===== config.mk =====
export PLATFORM = sky130hd
export DESIGN_NAME = pwm_timing_ctrl
export DESIGN_NICKNAME = d
export VERILOG_FILES = /design/src/rtl/pwm_timing_ctrl.sv
export SDC_FILE = /design/constraint.sdc
export NUM_CORES = 1
export LEC_CHECK = 0
export BUFFER_PORTS_ARGS = -buffer_cell sky130_fd_sc_hd__clkbuf_2
export CAP_MARGIN = 20
export CORE_MARGIN = 10
export CORE_UTILIZATION = 45
export DETAILED_ROUTE_END_ITERATION = 10
export GPL_TIMING_DRIVEN = 0
export PLACE_DENSITY_LB_ADDON = 0.05
export SETUP_SLACK_MARGIN = 0.2
export SYNTH_ARGS = -nofsm -noshare
export SYNTH_HDL_FRONTEND = slang
export SYNTH_SLANG_ARGS = --single-unit
export TNS_END_PERCENT = 10

===== constraint.sdc =====
create_clock -name clkCore -period 6.45 [get_ports clkCore]
set_input_delay 0.9675 -clock clkCore [delete_from_list [all_inputs] [get_ports clkCore]]
set_output_delay 0.9675 -clock clkCore [all_outputs]
set_load 0.1 [all_outputs]

===== src/rtl/pwm_timing_ctrl.sv =====
// pwm_timing_ctrl
// Timing and configuration front end for the photonic-switch PWM generator.
// Derives the frame load strobe (clkZ) and the two count strobes (clkA, clkB)
// from the core clock. A/B compare values, frame length and prescalers are
// double-buffered: writes land in a shadow set that is copied into the active
// set in one step at the frame boundary. While the block is stopped, the copy
// happens on the next edge.
module pwm_timing_ctrl #(
   parameter int CNT_W     = 7,
   parameter int PRE_W     = 8,
   parameter int FRAME_W   = 16,
   parameter int FRAME_DEF = 100,
   parameter int FRAME_MIN = 4
) (
   input  logic               clkCore,
   input  logic               reset_b,
   input  logic               en,
   input  logic               wr_valid,
   output logic               wr_ready,
   input  logic [1:0]         wr_sel,
   input  logic [15:0]        wr_data,
   output logic [CNT_W-1:0]   A_val,
   output logic [CNT_W-1:0]   B_val,
   output logic               clkZ,
   output logic               clkA,
   output logic               clkB,
   output logic               pending,
   output logic [FRAME_W-1:0] frame_cnt
);

   localparam logic [FRAME_W-1:0] LEN_DEF = FRAME_W'(FRAME_DEF);
   localparam logic [FRAME_W-1:0] LEN_MIN = FRAME_W'(FRAME_MIN);

   // shadow (write-side) configuration
   logic [CNT_W-1:0]   sh_a;
   logic [CNT_W-1:0]   sh_b;
   logic [FRAME_W-1:0] sh_len;
   logic [PRE_W-1:0]   sh_pre_a;
   logic [PRE_W-1:0]   sh_pre_b;

   // active configuration and counters
   logic [FRAME_W-1:0] frame_len;
   logic [PRE_W-1:0]   pre_a;
   logic [PRE_W-1:0]   pre_b;
   logic [PRE_W-1:0]   pc_a;
   logic [PRE_W-1:0]   pc_b;

   // next-state helpers
   logic [FRAME_W-1:0] last_cnt;
   logic [FRAME_W-1:0] cnt_nxt;
   logic [FRAME_W-1:0] len_wr;
   logic [PRE_W-1:0]   pre_a_nxt;
   logic [PRE_W-1:0]   pre_b_nxt;
   logic [PRE_W-1:0]   pc_a_nxt;
   logic [PRE_W-1:0]   pc_b_nxt;
   logic               at_wrap;
   logic               restart;
   logic               wr_fire;
   logic               commit;

   // strobe registers before run-enable gating
   logic               clkz_q;
   logic               clka_q;
   logic               clkb_q;

   // Frame position decode, write handshake, commit condition and next counter values.
   // The last cycle of a running frame is reserved for the commit, so writes stall there;
   // a stopped block restarts its frame every edge, which also makes commits transparent.
   always_comb begin
      last_cnt  = frame_len - FRAME_W'(1);
      at_wrap   = en && (frame_cnt >= last_cnt);
      restart   = !en || at_wrap;
      wr_ready  = !at_wrap;
      wr_fire   = wr_valid && !at_wrap;
      commit    = pending && restart;
      cnt_nxt   = restart ? '0 : frame_cnt + FRAME_W'(1);
      pre_a_nxt = commit ? sh_pre_a : pre_a;
      pre_b_nxt = commit ? sh_pre_b : pre_b;
      pc_a_nxt  = '0;
      pc_b_nxt  = '0;
      if (!restart) begin
         pc_a_nxt = (pc_a >= pre_a) ? '0 : pc_a + PRE_W'(1);
         pc_b_nxt = (pc_b >= pre_b) ? '0 : pc_b + PRE_W'(1);
      end
      len_wr = (wr_data[FRAME_W-1:0] < LEN_MIN) ? LEN_MIN : wr_data[FRAME_W-1:0];
   end

   // Capture accepted writes into the shadow set; a later write in the same frame overwrites.
   always_ff @(posedge clkCore or negedge reset_b) begin
      if (!reset_b) begin
         sh_a     <= '0;
         sh_b     <= '0;
         sh_len   <= LEN_DEF;
         sh_pre_a <= '0;
         sh_pre_b <= '0;
      end else if (wr_fire) begin
         case (wr_sel)
            2'd0:    sh_a   <= wr_data[CNT_W-1:0];
            2'd1:    sh_b   <= wr_data[CNT_W-1:0];
            2'd2:    sh_len <= len_wr;
            default: begin
               sh_pre_b <= wr_data[8 +: PRE_W];
               sh_pre_a <= wr_data[0 +: PRE_W];
            end
         endcase
      end
   end

   // Copy the whole shadow set into the active set at once when a commit fires, and track
   // whether the shadow holds anything not yet committed.
   always_ff @(posedge clkCore or negedge reset_b) begin
      if (!reset_b) begin
         A_val     <= '0;
         B_val     <= '0;
         frame_len <= LEN_DEF;
         pre_a     <= '0;
         pre_b     <= '0;
         pending   <= 1'b0;
      end else begin
         if (commit) begin
            A_val     <= sh_a;
            B_val     <= sh_b;
            frame_len <= sh_len;
            pre_a     <= sh_pre_a;
            pre_b     <= sh_pre_b;
         end
         if (wr_fire) begin
            pending <= 1'b1;
         end else if (commit) begin
            pending <= 1'b0;
         end
      end
   end

   // Frame counter, frame-aligned prescaler counters and the strobes they produce.
   // Strobes are computed from next-state values so each one is high in the same cycle
   // as the counter position it marks.
   always_ff @(posedge clkCore or negedge reset_b) begin
      if (!reset_b) begin
         frame_cnt <= '0;
         pc_a      <= '0;
         pc_b      <= '0;
         clkz_q    <= 1'b0;
         clka_q    <= 1'b0;
         clkb_q    <= 1'b0;
      end else begin
         frame_cnt <= cnt_nxt;
         pc_a      <= pc_a_nxt;
         pc_b      <= pc_b_nxt;
         clkz_q    <= en && (cnt_nxt == FRAME_W'(1));
         clka_q    <= en && (pc_a_nxt == pre_a_nxt);
         clkb_q    <= en && (pc_b_nxt == pre_b_nxt);
      end
   end

   // Strobes are cut off as soon as the run enable drops.
   assign clkZ = clkz_q & en;
   assign clkA = clka_q & en;
   assign clkB = clkb_q & en;

endmodule


Word-level counts from Yosys, hierarchy flattened
Cells that the tools add are included.

storage, ports and cells
  input bits = 22
  register bits = 128
  output and inout port bits = 35
  word-level logic and storage cells = 60

cells by class
  add/subtract/negate cells = 4
  multiplexer cells = 10
  $lt $le $gt $ge = 4
  bitwise gates (word level) = 4
  eq/ne operators = 5
  reductions and logical operators = 16

operator list
  kind                                                                     count
  8-bit two-way mux                                                        6
  16-bit two-way mux                                                       2
  16-bit by 1-bit adder with 16-bit output (second input constant)         1
  8-bit by 1-bit adder with 8-bit output (second input constant)           2
  16-bit by 1-bit equality test with 1-bit output (second input constant)  1
  8-bit equality test                                                      2
  16-bit >= comparator                                                     1
  8-bit >= comparator                                                      2
  16-bit by 3-bit < comparator with 1-bit output (second input constant)   1
  16-bit by 1-bit subtractor with 16-bit output (second input constant)    1
  2-bit AND reduction                                                      4
  1-bit logical AND                                                        6
  1-bit AND                                                                3
  3-bit OR reduction                                                       1
  2-bit by 1-bit equality test with 1-bit output (second input constant)   1
  2-bit equality test (second input constant)                              1
  1-bit zero test                                                          2
  2-bit zero test                                                          1
  1-bit two-way mux                                                        2
  2-bit nonzero test                                                       1
  1-bit logical OR                                                         1
  1-bit inverter                                                           1

Longest topological paths before layout
  word-level depth = 8
  mapped depth = 15
  mapped depth without buffers = 14

Worst setup path before layout
Ideal clock, no wire load.

  path type = flip-flop to flip-flop
  from = register frame_len[3]
  to = register sh_pre_a[0]
  clock period less this slack = 7207 ps
  required time = 6325 ps
  slack = -757 ps
  stages on the path, launching flop included = 13
  path buffers = 1
  arrival time = 7082 ps
  library setup time = 125 ps
  cells stage by stage = dfrtp_1 -> nor4_1 -> nand3_1 -> nor4_1 -> xnor2_1 -> ha_1 -> nand4_1 -> nor2_1 -> or3_4 -> o41ai_1 -> nand4_1 -> buf_2 -> mux2_2

between the ends
  longest elaborated chain between the ends = 6

RTL lines
  element                                        RTL line  text
  from (decl)                                    42        logic [FRAME_W-1:0] frame_len;
  from (signal assigned)                         123       frame_len <= sh_len;
  16-bit by 1-bit subtractor with 16-bit output  70        last_cnt = frame_len - FRAME_W'(1);
  16-bit >= comparator                           71        at_wrap = en && (frame_cnt >= last_cnt);
  1-bit logical AND                              71
  1-bit zero test                                --
  via wr_ready                                   19        output logic wr_ready,
  1-bit logical AND                              74        wr_fire = wr_valid && !at_wrap;
  2-bit AND reduction (no source line)           --
  to (signal assigned)                           103       sh_pre_a <= wr_data[0 +: PRE_W];
  to (decl)                                      38        logic [PRE_W-1:0] sh_pre_a;

The timed path passes the listed nets, and every way through them passes these cells.
A chain may end at the register's enable or synchronous reset.

Final worst setup path
  from = register frame_len[3]
  to = output wr_ready

between the ends
  longest elaborated chain between the ends = 4

RTL lines
  element                                        RTL line  text
  16-bit by 1-bit subtractor with 16-bit output  70
  16-bit >= comparator                           71
  1-bit logical AND                              71
  1-bit zero test                                73        wr_ready = !at_wrap;
  to (decl)                                      19

Every way passes these cells.

==> out/results.tsv <==
stage	metric	value	unit
outcome	status	finished clean	
cells_and_area	most common library cell in the layout ignoring fill and taps	dfrtp_1	
detailed_routing	# DRC	0	
clock_tree	clock root buffer	clkbuf_16	
clock_tree	cts hold-fix bufs	0	
sta	relative slew slack	0.3776	
cells_and_area	final core occ	0.5437	
clock_tree	CTS resizes	0	
die	# rows	43	
cells_and_area	Filler cells	1195	
sta	minimum clock period	5.286	ns
critical_path	Startpoint Class	flip-flop	
synthesis	Mapped Avg Cell Area	11.83	um2
pwr	leak pwr	0.003526	uW
pwr	sequential power share	0.383	
critical_path	Max stage delay on crit path	0.65	ns
critical_path	CP top delay family	simple AND/OR/NAND/NOR gates	
worst_hold_path	min-delay worst type	in -> async	
critical_path	Max stage delay cell, worst path	o41ai_2	
detailed_routing	via/cell ratio	5.271	
die	I/O pin count	57	
critical_path	WS Path Type	reg -> out	
sta	unrepaired setup endpoints after global routing	no	
grt	global-route wire length before repair	23.14	mm
synthesis	Synth async-reset ratio	1.000	
critical_path	nature of the critical path endpoint	primary output	
grt	All-Layer GR Usage	0.1490	
placement	area post-placement	6878	um2
detailed_routing	drt first pass iters	4	
grt	vias in the first global route	4428	
cells_and_area	Ant. Diodes	0	
cells_and_area	Multi-input gate area	2950	um2
pwr	switching fraction of total power	0.3216	
cells_and_area	fin cells	804	
detailed_routing	drt total wl	13.81	mm
critical_path	r2r setup slk	1.48	ns
detailed_routing	WL/cell	17.17	um
placement	hpwl dp	10.40	mm
placement	placed insts	772	
die	Initial Util	0.4577	
synthesis	main combinational cell family by area after synthesis	multiplexers	
synthesis	Synth Area in Adders	0.07117	
clock_tree	CTS tree	built	
pwr	combinational power share	0.246	
sta	Tightest Pin Transition	0.9280	ns
die	Die Area	19210	um2
clock_tree	clk_lat worst skew	0.42	ns
sta	setup violators final	0	
cells_and_area	Area growth, synth to finish	18.78	%
clock_tree	clock transition at the registers of the reported paths	0.06	ns
synthesis	Yosys top cell area share	0.4824	
synthesis	synthesized-area fraction occupied by and/or/nand/nor cells	0.1248	
die	Die Ht	138.6	um
pwr	PD cells	367.6	nW/um2
synthesis	unique cell type count in the Yosys netlist	45	
synthesis	Seq/Total Area, Yosys	0.5073	
critical_path	crit-path cells	nor4_1, nand3_1, nor4_1, xnor2_1, ha_1, nand4_1, nor2_1, or3_4, o41ai_2, clkbuf_2	
cells_and_area	Post-layout nets	669	
job	Max Cap Violations	0	
placement	RePlAce Congestion	0.8301	
sta	final critical-path share of the clock period	0.8196	
cells_and_area	commonest non-fill, non-tap cells in the layout	dfrtp_1 (122), mux2_2 (88), clkbuf_2 (55)	
placement	port bufs	56	
critical_path	Max FO, Critical Path	4	
grt	GRT Residual Overflow	0	
synthesis	syn_nets	593	
synthesis	Synthesis Warnings	0	
synthesis	xor/xnor share of the synthesized area	0.07335	
pwr	Int Power	1875	uW
detailed_routing	Vias	4238	
detailed_routing	Routed Antenna Nets	0	
synthesis	Mapped Area	6329	um2
clock_tree	H-tree depth	4	
pwr	clock power share	0.371	
sta	fmax	189.2	MHz
sta	final slew viol count	0	
die	Die X	138.6	um
cells_and_area	share of layout cells above drive strength 1	0.3157	
clock_tree	total CTS buffers	17	
critical_path	most frequent CP cell	nor4_1	
pwr	Peak VDD IR	0.0003208	V
clock_tree	setup bufs post-CTS	0	
synthesis	post-synthesis register bit count	128	
cells_and_area	FF+latch area	3211	um2
critical_path	Data required, critical path	5.48	ns
sta	Hold Vio Cnt, Final	0	
sta	Setup TNS Final	0	ns
synthesis	post-synthesis compound-gate area fraction	0.03756	
detailed_routing	Initial DRC Count	178	
pwr	Switch Pwr	888.8	uW
critical_path	Arr. time, crit path	4.32	ns
synthesis	Synth area leader	dfrtp_1	
synthesis	top_reg_cell synth	dfrtp_1	
clock_tree	clock buffer depth	2	
synthesis	ranking of synthesized cells by area	dfrtp_1 (48%), mux2_2 (16%), ha_1 (7.1%), xnor2_1 (4.0%), xor2_1 (3.3%)	
grt	largest net degree at the start of global routing	99	
synthesis	cell count after synthesis	535	
cells_and_area	biggest regs	frame_cnt: 16 flops, frame_len: 16 flops, sh_len: 16 flops	
synthesis	Post-synth EDFFs	0	
sta	Clock Skew	0.01228	ns
grt	antenna violations before repair	0	
critical_path	Buf/Inv on CP	1	
die	Core Area	13830	um2
clock_tree	Clock Sinks	128	
synthesis	mux cell area share after synthesis	0.1582	
cells_and_area	final instance area	7517	um2
[metal layers]
metal	global-route usage	up-vias	wire [um]
met3	0.04486	20	667
met1	0.1937	2089	6491
met4	0.06326	0	253
li1	-	2048	-
met2	0.2252	81	6394
met5	0	-	0
[cell usage after synthesis, drive strengths merged, types with 3 or more instances]
cell / instances
mux2: 88
xnor2: 29
buf: 9
o21ai: 11
nor3: 13
or4: 3
nor4: 10
dfstp: 6
and2: 4
ha: 36
inv: 34
xor2: 24
a21oi: 10
nand2b: 3
nor2: 32
dfrtp: 122
and3: 8
nand3: 18
nand2: 27
or3: 8
nand4: 13
and4: 3
[power by group through the flow]
stage / clock [uW] / sequential, uW / combinational (uW)
floorplan: 0 / 1250 / 342
global placement: 0 / 1070 / 670
detailed placement: 0 / 1070 / 687
CTS: 1050 / 1060 / 691
global route: 1090 / 1080 / 745
finish: 1020 / 1060 / 681
[kinds of logic after synthesis]
group,after synthesis
and+or+nand+nor,150
buffers and inverters,44
AOI/OAI and AO/OA,35
muxes,89
adders and majority gates,36
xor gates and xnor gates,53
DFF,128
[through the flow]
stage	setup slack, ns	hold slack [ns]	power, uW
finish	1.164	0.4405	2763
global route	0.9531	0.4495	2912
CTS	1.162	0.4338	2800
detailed placement	1.472	0.4686	1760
global placement	1.584	0.4777	1736
floorplan	0.9653	0.4460	1591
[area by class of cell]
cell class	count	area share
Multi-Input combinational cell	363	0.3925
Tap cell	180	0.02996
Sequential cell	128	0.4271
Buffer	10	0.006325
Clock inverter	12	0.02430
Timing Repair Buffer	57	0.04211
Clock buffer	20	0.06075
Inverter	34	0.01698
[final timing paths]
path	startpoint	to	depth (start not counted)
setup / recovery	frame_len[3]	wr_ready	10
hold / removal	reset_b	pre_b[2]	1
setup reg to reg	frame_len[3]	clka_q	14
hold reg to reg	sh_len[1]	sh_len[1]	2
max in group asynchronous	reset_b	frame_len[5]	2
min in group clkCore	sh_len[1]	sh_len[1]	2
Note: power is estimated with default switching activity, not from simulation.
